**config.mk**
```make
export PLATFORM = sky130hd
export DESIGN_NAME = vend_ctrl
export DESIGN_NICKNAME = d
export VERILOG_FILES = /design/src/rtl/vend_ctrl.sv
export SDC_FILE = /design/constraint.sdc
export NUM_CORES = 1
export LEC_CHECK = 0
export ABC_CLOCK_PERIOD_IN_PS = 4050
export CORE_UTILIZATION = 53
export CTS_CLUSTER_DIAMETER = 150
export CTS_CLUSTER_SIZE = 24
export DETAILED_ROUTE_END_ITERATION = 6
export PLACE_DENSITY = 0.77
export SLEW_MARGIN = 40
export SYNTH_ARGS = -nofsm -noshare
export SYNTH_HDL_FRONTEND = slang
export SYNTH_SLANG_ARGS = --single-unit
export TNS_END_PERCENT = 100
```
**constraint.sdc**
```tcl
create_clock -name clk -period 4.05 [get_ports clk]
set_clock_uncertainty 0.15 [all_clocks]
set_input_delay 0.6075 -clock clk [delete_from_list [all_inputs] [get_ports clk]]
set_output_delay 0.6075 -clock clk [all_outputs]
set_load 0.02 [all_outputs]
```
**src/rtl/vend_ctrl.sv**
```systemverilog
// Vending machine controller: coin accumulation, item vend with dispenser handshake, change/refund.
// Optional idle auto-refund in ACCUM is compiled in when VEND_TIMEOUT_EN is defined.
module vend_ctrl #(
  parameter logic [7:0]  PRICE0      = 8'd25,
  parameter logic [7:0]  PRICE1      = 8'd40,
  parameter logic [7:0]  PRICE2      = 8'd55,
  parameter logic [7:0]  PRICE3      = 8'd75,
  parameter logic [7:0]  MAX_CREDIT  = 8'd200,
  parameter logic [15:0] TIMEOUT_CYC = 16'd1000
) (
  input  logic       clk,
  input  logic       rst,
  input  logic       coin_valid,
  input  logic [1:0] coin_type,
  input  logic       sel_valid,
  input  logic [1:0] sel_item,
  input  logic       cancel,
  input  logic       disp_ready,
  output logic [7:0] credit,
  output logic       disp_valid,
  output logic [1:0] disp_item,
  output logic       change_valid,
  output logic [7:0] change_amt,
  output logic       coin_reject,
  output logic [1:0] dbg_state
);

  // Dispense handshake: disp_valid/disp_item are held while in VEND and the
  // transfer completes on the first cycle disp_valid && disp_ready are both high.
  typedef enum logic [1:0] {IDLE = 2'd0, ACCUM = 2'd1, VEND = 2'd2, CHANGE = 2'd3} state_t;

  state_t     r_state, w_next_state;
  logic [7:0] r_credit, w_next_credit;
  logic [1:0] r_disp_item, w_next_item;
  logic       r_coin_reject, w_next_reject;
  logic [7:0] w_coin_val, w_price_sel, w_price_disp, w_remain;
  logic [8:0] w_sum;
  logic       w_coin_ok, w_timeout;

  function automatic logic [7:0] price_of(input logic [1:0] idx);
    case (idx)
      2'd0:    price_of = PRICE0;
      2'd1:    price_of = PRICE1;
      2'd2:    price_of = PRICE2;
      default: price_of = PRICE3;
    endcase
  endfunction

  always_comb begin
    w_coin_val = 8'd0;
    case (coin_type)
      2'b00:   w_coin_val = 8'd5;
      2'b01:   w_coin_val = 8'd10;
      2'b10:   w_coin_val = 8'd25;
      default: w_coin_val = 8'd0;
    endcase
  end

  assign w_sum        = {1'b0, r_credit} + {1'b0, w_coin_val};
  assign w_coin_ok    = (coin_type != 2'b11) && (w_sum <= {1'b0, MAX_CREDIT});
  assign w_price_sel  = price_of(sel_item);
  assign w_price_disp = price_of(r_disp_item);
  assign w_remain     = r_credit - w_price_disp;

`ifdef VEND_TIMEOUT_EN
  logic [15:0] r_idle_cnt;
  logic        w_strobe;

  assign w_strobe  = coin_valid | sel_valid | cancel;
  assign w_timeout = (r_state == ACCUM) && !w_strobe && (r_idle_cnt == TIMEOUT_CYC - 16'd1);

  always_ff @(posedge clk or negedge rst) begin
    if (!rst)                                             r_idle_cnt <= 16'd0;
    else if ((r_state == ACCUM) && !w_strobe && !w_timeout) r_idle_cnt <= r_idle_cnt + 16'd1;
    else                                                  r_idle_cnt <= 16'd0;
  end
`else
  assign w_timeout = 1'b0;
`endif

  always_comb begin
    w_next_state  = r_state;
    w_next_credit = r_credit;
    w_next_item   = r_disp_item;
    w_next_reject = 1'b0;
    case (r_state)
      IDLE, ACCUM: begin
        // Within ACCUM: cancel beats a selection, which beats a coin.
        if ((r_state == ACCUM) && cancel) begin
          w_next_state  = CHANGE;
          w_next_reject = coin_valid;
        end else if ((r_state == ACCUM) && sel_valid && (r_credit >= w_price_sel)) begin
          w_next_state  = VEND;
          w_next_item   = sel_item;
          w_next_reject = coin_valid;
        end else if (w_timeout) begin
          w_next_state = CHANGE;
        end else if (coin_valid) begin
          if (w_coin_ok) begin
            w_next_credit = w_sum[7:0];
            w_next_state  = ACCUM;
          end else begin
            w_next_reject = 1'b1;
          end
        end
      end
      VEND: begin
        w_next_reject = coin_valid;
        if (disp_ready) begin
          w_next_credit = w_remain;
          w_next_state  = (w_remain != 8'd0) ? CHANGE : IDLE;
        end
      end
      CHANGE: begin
        w_next_reject = coin_valid;
        w_next_credit = 8'd0;
        w_next_state  = IDLE;
      end
      default: w_next_state = IDLE;
    endcase
  end

  always_ff @(posedge clk or negedge rst) begin
    if (!rst) begin
      r_state       <= IDLE;
      r_credit      <= 8'd0;
      r_disp_item   <= 2'd0;
      r_coin_reject <= 1'b0;
    end else begin
      r_state       <= w_next_state;
      r_credit      <= w_next_credit;
      r_disp_item   <= w_next_item;
      r_coin_reject <= w_next_reject;
    end
  end

  assign credit       = r_credit;
  assign disp_valid   = (r_state == VEND);
  assign disp_item    = r_disp_item;
  assign change_valid = (r_state == CHANGE);
  assign change_amt   = (r_state == CHANGE) ? r_credit : 8'd0;
  assign coin_reject  = r_coin_reject;
  assign dbg_state    = r_state;

endmodule

```
* Word-level counts from Yosys, hierarchy flattened
Cells that the tools add are included.
Cells by class: eq/ne operators 17, multiplexer cells 22, order comparisons 2, add/sub/neg operators 2, bitwise operators 1, reductions and logical operators 14
Operator list (count):
- $mux W8 | 6
- $pmux W7 S3 | 2
- $pmux W8 S3 | 1
- $pmux W5 S3 | 1
- $mux W2 | 6
- $ne A2 B2 Y1 const B | 6
- $eq A2 B2 Y1 const B | 5
- $add A8 B8 Y9 | 1
- $le A9 B8 Y1 const B | 1
- $eq A2 B1 Y1 const B | 4
- $ge A8 B8 Y1 | 1
- $logic_not A2 Y1 | 4
- $ne A4 B4 Y1 const B | 2
- $reduce_bool A8 Y1 | 1
- $sub A8 B8 Y8 | 1
- $pmux W2 S3 | 1
- $reduce_and A3 Y1 | 2
- $reduce_and A5 Y1 | 1
- $logic_and A1 B1 Y1 | 4
- $mux W1 | 4
- $reduce_or A2 Y1 | 2
- $pmux W1 S2 | 1
- $not A1 Y1 | 1
Storage, ports and cells: output and inout port bits 23, bits in registers 13, logic and storage cells 62

* Longest topological paths before layout
depth after elaboration 10, mapped depth 13

* Worst setup path before layout
OpenSTA, ideal clock, no wires.
path type input-to-reg, start input coin_type[0], end register r_credit[2], in the netlist credit[2], stages 10, arrival time 2.883 ns, slack 0.892 ns, cells stage by stage inv_1 ha_1 ha_1 a21oi_2 a21oi_2 o2111a_1 or3b_1 a31o_4 o21ai_4 mux2_4
On the way: word-level cells in the longest chain between the ends 8, elaborated cells on any way between the ends 15, classes of those cells add/sub (1); order compare (1); eq/ne (4); mux (6); reduce/logical (3)
RTL lines:
- start: declaration | line 14 | input logic [1:0] coin_type,
- parallel branches: the longest is 8 deep, another holds $add A8 B8 Y9
- end signal: assignment | line 131 | r_credit <= w_next_credit;
- end: declaration | line 33 | logic [7:0] r_credit, w_next_credit;
Several ways; the timed one is not identified. The select of a mux whose other input is x is not followed. A chain may end at the register's enable or synchronous reset.

* Worst setup path in the final report
Same ends and word-level chain as after synthesis.

==> impl_metrics.ini <==
[clock_tree]
numCtsBuffers = 3
cts_htree_levels = 1
post-cts-setup-buffers = 0
cts.sinks = 13
cts_root_buf = clkbuf_4
cts_tree = done
clk_pin_slew_ns = 0.09
insertion_delay_ns = 0.29
clock_path_buffers = 2
cts_resized = 0
cts.hold.buffers_added = 0

[flow_run]
maxCapViolations = 0

[sta]
finalSetupViolations = 0
max_freq_mhz = 275
finalCritPeriodShare_pct = 89.7
rsz0062_at_grt = no
final.setup.tns_ns = 0
hold_violations = 0
max_slew.worst_pin.slew_ns = 0.610
min_period_ns = 3.63
relSlewSlack_pct = 59.2
drv_slew = 0

[global_routing]
antenna_found_initial = 0
grt_max_degree = 23
grt.overflow.total = 0
track_usage_pct = 27.8
grt_pass1_wl_microns = 7550
grt_pass1_vias = 1652

[routing]
antenna_left = 0
first_pass_iters = 5
wl_per_cell_microns = 16.3
wl_microns = 4640
dr_total_vias = 1712
vias_per_cell = 6.03
drc_errors = 0
first_iter_violations = 134

[min_path]
hold_path.class = flop to flop

[power]
combinationalPowerShare_pct = 77.6
switching_share_pct = 52.2
irDropWorstVdd_v = 0.000445
p_switching_mw = 1.02
internal_power_mw = 0.932
power.density_nw_per_um2 = 893
power_frac_clock_pct = 4.2
pwr-share-seq_pct = 18.2
leakage_nw = 1.02

[synthesis]
avgSynthCellArea_sq_um = 8.57
ys_warn_count = 0
syn_nets = 254
synth_edf_count = 0
ys_ff_latch = 13
synthDominantCellAreaShare_pct = 21.4
synth_common_cells = ha_1 (31), inv_1 (21), dfrtp_1 (13), nand2_1 (13), o21ai_0 (12)
ys_types = 54
syn_inst = 211
yosysMostFrequentCell = ha_1
syn_area_sq_um = 1810
synthTopCellsByArea = ha_1 (21%), dfrtp_1 (18%), inv_1 (4.4%), and3_1 (3.5%), o21ai_0 (3.3%)
yosys.area.top_type = ha_1
async_reset_ff_share_pct = 100
synth-seq-area-share_pct = 18.0
ys.flop_type = dfrtp_1

[placement]
gp_congestion = 0.868
dp_hpwl_microns = 3660
dpl.cell_count = 280
port_buffers = 32

[die]
fp.dieW_microns = 60.4
placementRows = 20
start_util_pct = 57.4
dieHeight_microns = 60.4
io_pins = 33
core-area_sq_um = 3150
die_area_sq_um = 3650

[layout]
final_nets = 284
area.growth.synth_to_final_pct = 20.6
drive_above_1_share_pct = 9.17
diodes = 0
final_cells = 284

[critical_path]
start_kind = input port
critPathKind = input port to flop
end_kind = flop
worstPathRequired_ns = 4.07
crit_chain = clkdlybuf4s50_1, inv_1, ha_1, ha_1, a21oi_2, a21oi_2, o2111a_1, or3b_1, a31o_4, o21ai_4, mux2_4
critPathMaxStageDelay_ns = 0.52
crit_path_top_delay_cell = clkdlybuf4s50_1
arrival_ns = 3.65
path_max_fanout = 5

[outcome]
status = completed
==> placed cells by master (no fill, tap or decap), drive strengths merged, types with 2 or more instances in the layout <==
cell           instances
clkdlybuf4s50         32
ha                    31
inv                   21
nand2                 13
dfrtp                 13
o21ai                 13
a21oi                 11
and3                  10
nor2                  10
nor3                   9
nand3                  8
o211ai                 4
xnor2                  4
mux2                   4
nand2b                 4
xor2                   3
or2                    3
a31oi                  3
clkbuf                 3
and2                   2
nand4                  2
a21o                   2
a21boi                 2
a211o                  2
o22ai                  2
mux2i                  2
nand3b                 2
fa                     2
clkinv                 2
a2111oi                2
o311ai                 2
==> logic make-up after synthesis <==
logic type,after synthesis,share of synthesized area [%]
AO/OA/AOI/OAI,53,22.8
adder cells (fa/ha/maj),33,23.7
multiplexers,6,4.22
buffers and inverters,29,6.22
flip-flops,13,18.0
AND/OR/NAND/NOR,70,21.7
XOR/XNOR,7,3.39
==> flip-flops by register name (all words and copies together) (netlist names) <==
register	flops
credit	8
dbg_state	2
disp_item	2
coin_reject	1
==> final cells by class <==
cell class / count / area (sq um)
timing repair buffer: 32 / 320
sequential: 13 / 325
clock buffer: 3 / 22.5
tap: 44 / 55.1
clock inverter: 1 / 5.00
fill: 263 / 971
multi-input combinational: 169 / 1370
inverter: 22 / 82.6
==> per-layer routing <==
metal / up-vias / GRT usage [%] / routed length [microns]
met5: - / 0 / 0
met4: 0 / 3.57 / 28
met3: 8 / 5.97 / 324
met2: 86 / 47.1 / 2230
met1: 792 / 37.3 / 2060
li1: 826 / - / -
==> power groups by stage <==
stage	registers, mW	clock network [mW]	logic, mW
CTS	0.352	0.0834	1.49
floorplan	0.327	0	1.08
detailed placement	0.353	0	1.48
finish	0.355	0.0827	1.51
global placement	0.353	0	1.45
global route	0.369	0.0925	1.65
==> final timing paths <==
| check | start | end | slack (ns) | cells past startpoint |
|---|---|---|---|---|
| setup / recovery | coin_type[0] | credit[2] | 0.42 | 11 |
| hold / removal | disp_item[1] | disp_item[1] | 0.49 | 2 |
| setup reg to reg | disp_item[0] | dbg_state[0] | 0.87 | 12 |
| hold reg to reg | disp_item[1] | disp_item[1] | 0.49 | 2 |
| max in group asynchronous | rst | credit[4] | 2.80 | 1 |
| min in group asynchronous | rst | disp_item[1] | 0.55 | 1 |
==> worst max-delay path, delay by kind of cell <==
family / cells / cell delay [ns]
adder cells (fa/ha/maj): 2 / 0.64
AND/OR/NAND/NOR: 1 / 0.39
multiplexers: 1 / 0.33
AO/OA/AOI/OAI: 5 / 1.06
buffers and inverters: 2 / 0.62
==> through the flow <==
stage | cell area (sq um) | setup WS, ns | util (%) | total power [mW] | hold WS, ns
after floorplan | 1810 | 0.892 | - | 1.41 | 0.162
after global placement | 2150 | 0.292 | 68.3 | 1.80 | 0.461
after detailed placement | 2150 | 0.120 | 68.3 | 1.83 | 0.484
after CTS | 2180 | 0.420 | 69.2 | 1.93 | 0.499
after global routing | 2180 | 0.331 | 69.2 | 2.11 | 0.520
final | 2180 | 0.417 | 69.2 | 1.95 | 0.486
No activity file was read; power rests on OpenSTA's default activity.
